`config.mk`:
```
export PLATFORM = sky130hd
export DESIGN_NAME = axil_reg_bank
export DESIGN_NICKNAME = d
export VERILOG_FILES = /design/src/rtl/axil_pkg.sv /design/src/rtl/axil_wr_join.sv /design/src/rtl/axil_reg_bank.sv
export SDC_FILE = /design/constraint.sdc
export NUM_CORES = 1
export LEC_CHECK = 0
export CORE_AREA = 5 5 464 466
export CTS_BUF_LIST = sky130_fd_sc_hd__clkbuf_2 sky130_fd_sc_hd__clkbuf_4 sky130_fd_sc_hd__clkbuf_8
export CTS_CLUSTER_SIZE = 10
export DETAILED_ROUTE_END_ITERATION = 10
export DIE_AREA = 0 0 469 471
export PLACE_DENSITY = 0.3
export SYNTH_ARGS = -nofsm -noshare
export SYNTH_HDL_FRONTEND = slang
export SYNTH_SLANG_ARGS = --single-unit
```
`constraint.sdc`:
```
create_clock -name aclk -period 3.6 [get_ports aclk]
set_input_delay 0.72 -clock aclk [delete_from_list [all_inputs] [get_ports aclk]]
set_output_delay 0.72 -clock aclk [all_outputs]
set_load 0.1 [all_outputs]
```
`src/rtl/axil_pkg.sv`:
```
// Shared types and address decode for the AXI-lite register bank.
package axil_pkg;

    typedef enum logic [1:0] {
        OKAY   = 2'b00,
        SLVERR = 2'b10
    } resp_t;

    typedef enum logic {
        WR_IDLE = 1'b0,
        WR_RESP = 1'b1
    } wr_state_t;

    typedef enum logic {
        RD_IDLE  = 1'b0,
        RD_VALID = 1'b1
    } rd_state_t;

    localparam int ADDR_WIDTH = 32;

    typedef struct packed {
        logic                  err;
        logic [ADDR_WIDTH-1:0] idx;
    } dec_t;

    // Word index relative to the bank base; err flags below-base or past-the-end.
    function automatic dec_t addr_to_idx(
        input logic [ADDR_WIDTH-1:0] addr,
        input logic [ADDR_WIDTH-1:0] base,
        input int unsigned           lsb,
        input int unsigned           num_regs
    );
        dec_t                  d;
        logic [ADDR_WIDTH-1:0] off;
        off   = addr - base;
        d.idx = off >> lsb;
        d.err = (addr < base) || (d.idx >= num_regs);
        return d;
    endfunction

endpackage

```
`src/rtl/axil_wr_join.sv`:
```
// Joins independent AW and W channels into a single commit strobe and runs the B channel.
module axil_wr_join
    import axil_pkg::*;
#(
    parameter int DATA_WIDTH = 32
) (
    input  logic                    aclk,
    input  logic                    areset,
    input  logic [31:0]             awaddr,
    input  logic                    awvalid,
    output logic                    awready,
    input  logic [DATA_WIDTH-1:0]   wdata,
    input  logic [DATA_WIDTH/8-1:0] wstrb,
    input  logic                    wvalid,
    output logic                    wready,
    output logic [1:0]              bresp,
    output logic                    bvalid,
    input  logic                    bready,
    output logic                    o_commit,
    output logic [31:0]             o_cm_addr,
    output logic [DATA_WIDTH-1:0]   o_cm_data,
    output logic [DATA_WIDTH/8-1:0] o_cm_strb,
    input  resp_t                   i_cm_resp
);

    wr_state_t               r_state;
    logic                    r_aw_held;
    logic                    r_w_held;
    logic [31:0]             r_awaddr;
    logic [DATA_WIDTH-1:0]   r_wdata;
    logic [DATA_WIDTH/8-1:0] r_wstrb;
    logic                    r_bvalid;
    logic [1:0]              r_bresp;

    logic w_aw_hs;
    logic w_w_hs;

    assign awready = !areset && !r_aw_held && !r_bvalid;
    assign wready  = !areset && !r_w_held && !r_bvalid;
    assign w_aw_hs = awvalid && awready;
    assign w_w_hs  = wvalid && wready;

    // A channel counts as present if buffered earlier or handshaking right now.
    assign o_commit  = (r_state == WR_IDLE) && (r_aw_held || w_aw_hs) && (r_w_held || w_w_hs);
    assign o_cm_addr = r_aw_held ? r_awaddr : awaddr;
    assign o_cm_data = r_w_held ? r_wdata : wdata;
    assign o_cm_strb = r_w_held ? r_wstrb : wstrb;

    assign bvalid = r_bvalid;
    assign bresp  = r_bresp;

    always_ff @(posedge aclk) begin
        if (areset) begin
            r_state   <= WR_IDLE;
            r_aw_held <= 1'b0;
            r_w_held  <= 1'b0;
            r_awaddr  <= '0;
            r_wdata   <= '0;
            r_wstrb   <= '0;
            r_bvalid  <= 1'b0;
            r_bresp   <= OKAY;
        end else begin
            case (r_state)
                WR_IDLE: begin
                    if (o_commit) begin
                        r_state   <= WR_RESP;
                        r_bvalid  <= 1'b1;
                        r_bresp   <= i_cm_resp;
                        r_aw_held <= 1'b0;
                        r_w_held  <= 1'b0;
                    end else begin
                        if (w_aw_hs) begin
                            r_aw_held <= 1'b1;
                            r_awaddr  <= awaddr;
                        end
                        if (w_w_hs) begin
                            r_w_held <= 1'b1;
                            r_wdata  <= wdata;
                            r_wstrb  <= wstrb;
                        end
                    end
                end
                WR_RESP: begin
                    if (bready) begin
                        r_state  <= WR_IDLE;
                        r_bvalid <= 1'b0;
                    end
                end
                default: r_state <= WR_IDLE;
            endcase
        end
    end

endmodule

```
`src/rtl/axil_reg_bank.sv`:
```
// AXI-lite register bank: RW registers with byte strobes, RO status passthrough, write pulses.
module axil_reg_bank
    import axil_pkg::*;
#(
    parameter int                   DATA_WIDTH = 32,
    parameter int                   NUM_REGS   = 16,
    parameter logic [31:0]          BASE_ADDR  = 32'h0,
    parameter logic [NUM_REGS-1:0]  RO_MASK    = '0
) (
    input  logic                           aclk,
    input  logic                           areset,
    input  logic [31:0]                    awaddr,
    input  logic                           awvalid,
    output logic                           awready,
    input  logic [DATA_WIDTH-1:0]          wdata,
    input  logic [DATA_WIDTH/8-1:0]        wstrb,
    input  logic                           wvalid,
    output logic                           wready,
    output logic [1:0]                     bresp,
    output logic                           bvalid,
    input  logic                           bready,
    input  logic [31:0]                    araddr,
    input  logic                           arvalid,
    output logic                           arready,
    output logic [DATA_WIDTH-1:0]          rdata,
    output logic [1:0]                     rresp,
    output logic                           rvalid,
    input  logic                           rready,
    output logic [NUM_REGS*DATA_WIDTH-1:0] regs_o,
    input  logic [NUM_REGS*DATA_WIDTH-1:0] status_i,
    output logic [NUM_REGS-1:0]            wr_pulse_o
);

    localparam int STRB_W = DATA_WIDTH / 8;
    localparam int LSB    = $clog2(STRB_W);

    logic                                 w_commit;
    logic [31:0]                          w_cm_addr;
    logic [DATA_WIDTH-1:0]                w_cm_data;
    logic [STRB_W-1:0]                    w_cm_strb;
    resp_t                                w_cm_resp;
    dec_t                                 w_cm_dec;
    dec_t                                 w_ar_dec;
    logic [NUM_REGS-1:0]                  w_wr_hit;
    logic [NUM_REGS-1:0]                  w_rd_hit;
    logic [NUM_REGS-1:0][DATA_WIDTH-1:0]  w_rd_vec;
    logic [DATA_WIDTH-1:0]                w_rd_data;

    rd_state_t             r_rd_state;
    logic                  r_rvalid;
    logic [DATA_WIDTH-1:0] r_rdata;
    resp_t                 r_rresp;

    axil_wr_join #(
        .DATA_WIDTH(DATA_WIDTH)
    ) u_wr_join (
        .aclk      (aclk),
        .areset    (areset),
        .awaddr    (awaddr),
        .awvalid   (awvalid),
        .awready   (awready),
        .wdata     (wdata),
        .wstrb     (wstrb),
        .wvalid    (wvalid),
        .wready    (wready),
        .bresp     (bresp),
        .bvalid    (bvalid),
        .bready    (bready),
        .o_commit  (w_commit),
        .o_cm_addr (w_cm_addr),
        .o_cm_data (w_cm_data),
        .o_cm_strb (w_cm_strb),
        .i_cm_resp (w_cm_resp)
    );

    assign w_cm_dec  = addr_to_idx(w_cm_addr, BASE_ADDR, LSB, NUM_REGS);
    assign w_ar_dec  = addr_to_idx(araddr, BASE_ADDR, LSB, NUM_REGS);
    assign w_cm_resp = (w_cm_dec.err || |(w_wr_hit & RO_MASK)) ? SLVERR : OKAY;

    genvar gi;
    generate
        for (gi = 0; gi < NUM_REGS; gi++) begin : g_reg
            logic [DATA_WIDTH-1:0] r_val;
            logic                  r_pulse;
            logic                  w_wr_en;

            assign w_wr_hit[gi] = !w_cm_dec.err && (w_cm_dec.idx == 32'(gi));
            assign w_rd_hit[gi] = !w_ar_dec.err && (w_ar_dec.idx == 32'(gi));
            assign w_wr_en      = w_commit && w_wr_hit[gi] && !RO_MASK[gi];

            // Pulse follows the commit even with an all-zero strobe.
            always_ff @(posedge aclk) begin
                if (areset) begin
                    r_val   <= '0;
                    r_pulse <= 1'b0;
                end else begin
                    r_pulse <= w_wr_en;
                    for (int k = 0; k < STRB_W; k++) begin
                        if (w_wr_en && w_cm_strb[k]) begin
                            r_val[k*8 +: 8] <= w_cm_data[k*8 +: 8];
                        end
                    end
                end
            end

            assign w_rd_vec[gi]                        = RO_MASK[gi] ? status_i[gi*DATA_WIDTH +: DATA_WIDTH] : r_val;
            assign regs_o[gi*DATA_WIDTH +: DATA_WIDTH] = RO_MASK[gi] ? '0 : r_val;
            assign wr_pulse_o[gi]                      = r_pulse;
        end
    endgenerate

    always_comb begin
        w_rd_data = '0;
        for (int i = 0; i < NUM_REGS; i++) begin
            if (w_rd_hit[i]) begin
                w_rd_data = w_rd_vec[i];
            end
        end
    end

    assign arready = !areset && !r_rvalid;
    assign rvalid  = r_rvalid;
    assign rdata   = r_rdata;
    assign rresp   = r_rresp;

    // Read samples the pre-commit register value when it coincides with a write commit.
    always_ff @(posedge aclk) begin
        if (areset) begin
            r_rd_state <= RD_IDLE;
            r_rvalid   <= 1'b0;
            r_rdata    <= '0;
            r_rresp    <= OKAY;
        end else begin
            case (r_rd_state)
                RD_IDLE: begin
                    if (arvalid) begin
                        r_rd_state <= RD_VALID;
                        r_rvalid   <= 1'b1;
                        r_rdata    <= w_rd_data;
                        r_rresp    <= w_ar_dec.err ? SLVERR : OKAY;
                    end
                end
                RD_VALID: begin
                    if (rready) begin
                        r_rd_state <= RD_IDLE;
                        r_rvalid   <= 1'b0;
                    end
                end
                default: r_rd_state <= RD_IDLE;
            endcase
        end
    end

endmodule

```
# After elaboration in Yosys (flattened, before gate mapping)
# Cells that the tools add are included.
[word_totals]
reg_bits = 638
in_bits = 619
output_inout_bits = 569
word_cells = 314
[op_classes]
order_cmp = 4
eq_ne = 34
n_mux = 37
bitwise_logic = 3
n_reduce_logical = 144
[ops]
columns = ["operator", "n"]
rows = [
  ["$mux W32", 18],
  ["$eq A30 B4 Y1 const B", 16],
  ["$eq A30 B3 Y1 const B", 8],
  ["$logic_and A1 B1 Y1", 121],
  ["$eq A30 B2 Y1 const B", 4],
  ["$logic_not A32 Y1", 2],
  ["$lt A32 B1 Y1 const B", 2],
  ["$eq A30 B1 Y1 const B", 2],
  ["$ge A30 B5 Y1 const B", 2],
  ["$mux W1", 12],
  ["$reduce_and A2 Y1", 6],
  ["$ne A2 B2 Y1 const B", 4],
  ["$pmux W1 S2", 4],
  ["$logic_not A1 Y1", 7],
  ["$reduce_and A3 Y1", 2],
  ["$logic_or A1 B1 Y1", 4],
  ["$mux W2", 2],
  ["$mux W4", 1],
  ["$reduce_bool A2 Y1", 2],
  ["$not A1 Y1", 3],
]

# Longest topological paths before layout
[depth]
ltp_word = 20
mapped_depth = 10

# By module
# A second synthesis with hierarchy kept.
[hier_totals]
cells_unflattened = 3614
area_unflattened_um2 = 28257.1
[by_module_without_submodules]
columns = ["mod", "n_inst", "cells_each", "area_each_um2"]
rows = [
  ["axil_reg_bank", 1, 3280, 24461.0],
  ["axil_wr_join", 1, 334, 3796.1],
]

# Worst setup path before layout
# OpenSTA, ideal clock, no wires.
[synth_timing]
path_kind = "in2reg"
from = "input areset"
to = "register u_wr_join.r_wdata[10]"
arrival_time_ns = 4.288
required_time_ns = 3.468
slack_ns = -0.820
path_stages = 7
path_buffers = 3
path_cell_list = "clkbuf_1 > clkbuf_1 > nor3_1 > nand4b_1 > clkbuf_1 > nand2_1 > a21oi_1"
[synth_via]
elab_cells_between_ends = 13
cone_classes = "1 x bitwise; 12 x reduce/logical"
[synth_rtl]
columns = ["element", "line_no", "source"]
rows = [
  ["start: declaration", "axil_reg_bank.sv:11", "input logic areset,"],
  ["$logic_not A1 Y1 (*)", "axil_wr_join.sv:39", "assign wready = !areset && !r_w_held && !r_bvalid;"],
  ["$logic_and A1 B1 Y1 (*) (2 in series)", "axil_wr_join.sv:39", ""],
  ["named net wready", "axil_reg_bank.sv:18", "output logic wready,"],
  ["$logic_and A1 B1 Y1 (*)", "axil_wr_join.sv:41", "assign w_w_hs = wvalid && wready;"],
  ["$logic_or A1 B1 Y1", "axil_wr_join.sv:44", "assign o_commit = (r_state == WR_IDLE) && (r_aw_held || w_aw_hs) && (r_w_held || w_w_hs);"],
  ["$logic_and A1 B1 Y1", "axil_wr_join.sv:44", ""],
  ["$not A1 Y1 (no source line)", "-", ""],
  ["$reduce_and A3 Y1 (no source line) (*)", "-", ""],
  ["end signal: assignment", "axil_wr_join.sv:78", "r_wdata <= wdata;"],
  ["end: declaration", "axil_wr_join.sv:30", "logic [DATA_WIDTH-1:0] r_wdata;"],
]
# The timed path passes the listed nets; every way through them passes the cells marked *.
# A chain may end at the register's enable or synchronous reset.

# Worst setup path in the final report
[layout_timing]
from = "input araddr[9]"
to = "register r_rdata[10] (netlist: rdata[10])"
[layout_via]
elab_chain_len = 20
elab_cells_between_ends = 52
cone_classes = "2 x order compare; 15 x eq/ne; 16 x mux; 19 x reduce/logical"
[layout_lines]
columns = ["element", "line_no", "source"]
rows = [
  ["start: declaration", "axil_reg_bank.sv:22", "input logic [31:0] araddr,"],
  ["$lt A32 B1 Y1 or $ge A30 B5 Y1 (tied branches)", "axil_pkg.sv:37", "d.err = (addr < base) || (d.idx >= num_regs);"],
  ["$logic_or A1 B1 Y1", "axil_pkg.sv:37", ""],
  ["$logic_not A1 Y1", "axil_reg_bank.sv:88", "assign w_rd_hit[gi] = !w_ar_dec.err && (w_ar_dec.idx == 32'(gi));"],
  ["$logic_and A1 B1 Y1", "axil_reg_bank.sv:88", ""],
  ["$mux W32 (15 in series)", "axil_reg_bank.sv:115", "if (w_rd_hit[i]) begin"],
  ["$mux W32 (*)", "axil_reg_bank.sv:115", ""],
  ["end signal: assignment", "axil_reg_bank.sv:139", "r_rdata <= w_rd_data;"],
  ["end: declaration", "axil_reg_bank.sv:51", "logic [DATA_WIDTH-1:0] r_rdata;"],
]
# Mark *: on every way between the ends. The rest lies on a longest branch, timed or not.

==> out/results.ini <==
[pwr]
p_per_area_nw_per_um2=410.2
p_leak_nw=15.55
finalPower_mw=17.31
ir_drop_uv=336.7

[layout]
fin_nets=4672
layout_common_cells=835 x buf_4, 633 x dfxtp_1, 550 x o21ai_0, 513 x nand3b_1, 311 x nand2_1
area_delta_synth_final_pct=45.91
multi_input_area_um2=14500
drive_gt1_share_pct=30.70
final_common_cell=buf_4
final.fill_count=23470
final_area_um2=42210
register_area_um2=12690

[cts]
cts_buffers=137
cts_tree=yes
cts_resized=0
path_clk_slew_ps=60
h-tree-depth=4
cts_setup_buffers=0
cts_root_buffer=clkbuf_8
ctsLongestPathBuffers=3
clock_sinks=634
clk_latency_ps=860
cts-hold-fix-buffers=0

[sta]
slew-limit-headroom_pct=22.54
tns_ps=0
fin_crit_ps=3175
setup_viol=0
min_period_over_period_pct=88.20
worstMarginPinSlew_ps=1162
hold_ws_ps=173.9
hold_violations=0
rsz0062_at_grt=no
finalWorstSetupSlack_ps=424.9
skew_ps=35.35
maxSlewViolCount=0
fmax_mhz=315.0

[setup_path]
r2r_start=u_wr_join.r_awaddr[26]
timing.critical_path.from_type=primary input
crit_path_end_kind=flip-flop
reg2reg_depth=9
cp_max_fo=10
crit_required_ps=4400
worst_ep_arrival_time_ps=3970
path_class=in -> reg
r2r-end=g_reg[11].r_val[12]
r2r_slack_ps=960

[synth]
syn_inst=3245
yosysWarnings=0
synth_seq_cells=634
async_flop_share_pct=0
ys_seq_area_share_pct=43.88
dominantRegCellSynth=dfxtp_1
synth.distinct_cells=78
netlist_area_um2=28930
synth_edf_count=0
syn_avg_cell_area_um2=8.914

[floorplanning]
row_count=169
dieArea_um2=220900
core_um2=210800
num_io_pins=1188
die_height_um=471
initial_core_util_pct=13.72
dieWidth_um=469

[drt]
first_iter_violations=2682
dr.pass1.iters=7
drt_wl_total_um=206100
drc_errors=0
via_count=29450
wire_per_inst_um=29.50
postRouteAntennaNets=0
avgViaCountPerCell=4.216

[placed_design]
gp_congestion=0.7865
hpwl_um=159900
place_ws_ps=-421.1
io_buffers=669
place_area_um2=39320

[run]
maxCapViolations=0

[worst_hold_path]
hold_path_class=in -> reg
hold_end=g_reg[12].r_pulse
hp-start=areset
whs_path_depth=2

[global_route]
gr-total-overflow=0
antenna_found_initial=24
grt_pass1_wl_um=269300
grt_usage_pct=17.89
grt_pass1_vias=28370
grt_max_degree=185

[outcome]
run_status=completed

[worst max path at each step]
stage                                  from                   end  slack [ps]  depth (start not counted)
after floorplan                      areset  u_wr_join.r_wstrb[2]         190                          8
after global placement            araddr[9]              rdata[5]        -460                         14
after detailed placement          araddr[9]              rdata[5]        -420                         14
after CTS                 g_reg[12].r_pulse        wr_pulse_o[12]         370                          1
after global routing      g_reg[12].r_pulse        wr_pulse_o[12]         390                          1
final                             araddr[9]             rdata[10]         420                         10
[cell families after synthesis]
family,synth area share [%]
buffers and inverters,6.575
multiplexers,2.677
other,0.01296
AND/OR/NAND/NOR,27.41
AO/OA/AOI/OAI,19.45
flip-flops,43.88
[where the power goes]
part / switching, mW / internal (mW)
sequential: 0.0443 / 7.08
combinational: 1.15 / 0.517
clock: 3.66 / 4.86
[stage by stage]
stage                     std cells  util [%]
after global placement         6735     18.65
after floorplan                3246         -
after CTS                      6968     20.00
final                          6985     20.02
after detailed placement       6735     18.65
after global routing           6973     20.01
[per-layer routing]
layer,track usage [%],vias to the layer above,routed length (um)
li1,-,13510,-
met1,24.45,14620,94530
met2,27.31,1148,89660
met3,5.494,162,16880
met4,4.486,6,4975
met5,0,-,34
[layout make-up]
cell class | count | area share (%)
diodes | 17 | 0.1008
clock inverters | 18 | 0.4536
flip-flops and latches | 634 | 30.08
clock buffers | 215 | 6.285
multi-input cells | 2261 | 34.34
repair buffers | 1007 | 20.27
inverters | 12 | 0.1067
well taps | 2821 | 8.363
[flip-flops by register name (all words and copies together), names as in the netlist]
name	count
rvalid	1
g.r_pulse	16
u_wr_join.bresp	1
g.r_val	512
r_rd_state	1
u_wr_join.r_wdata	32
rresp	1
u_wr_join.r_awaddr	30
rdata	32
u_wr_join.r_wstrb	4
u_wr_join.bvalid	1
u_wr_join.r_w_held	1
u_wr_join.r_aw_held	1
u_wr_join.r_state	1
[Yosys cell counts (14+ instances only)]
library cell | instances | area (um2)
dfxtp_1 | 634 | 12690
o21ai_0 | 550 | 2753
nand3b_1 | 513 | 3851
nand2_1 | 311 | 1167
clkbuf_1 | 177 | 664.4
a21oi_1 | 149 | 745.7
nor2_1 | 100 | 375.4
nand3_1 | 57 | 285.3
mux2i_1 | 56 | 560.5
buf_6 | 46 | 518.0
buf_1 | 41 | 153.9
nand3_4 | 41 | 718.2
a222oi_1 | 39 | 390.4
o21ai_1 | 39 | 195.2
buf_2 | 37 | 185.2
buf_4 | 33 | 247.7
nor3_1 | 32 | 160.2
o22ai_1 | 31 | 193.9
or2_2 | 31 | 193.9
a211oi_1 | 18 | 135.1
a22oi_1 | 18 | 135.1
a31oi_1 | 17 | 106.4
mux2_2 | 17 | 191.4
nor4_1 | 17 | 106.4
nor4_4 | 15 | 319.1
nand4_1 | 14 | 87.58
o2111ai_1 | 14 | 122.6
[critical path: stages]
cell and delay, ps:
clkdlybuf4s50_1 420, nor4_2 390, buf_4 220, nand3_4 90, buf_12 160, nor4_4 480, a22o_1 230, o31ai_1 110
a222oi_1 960, o21a_1 180
No activity file was read; power rests on OpenSTA's default activity.
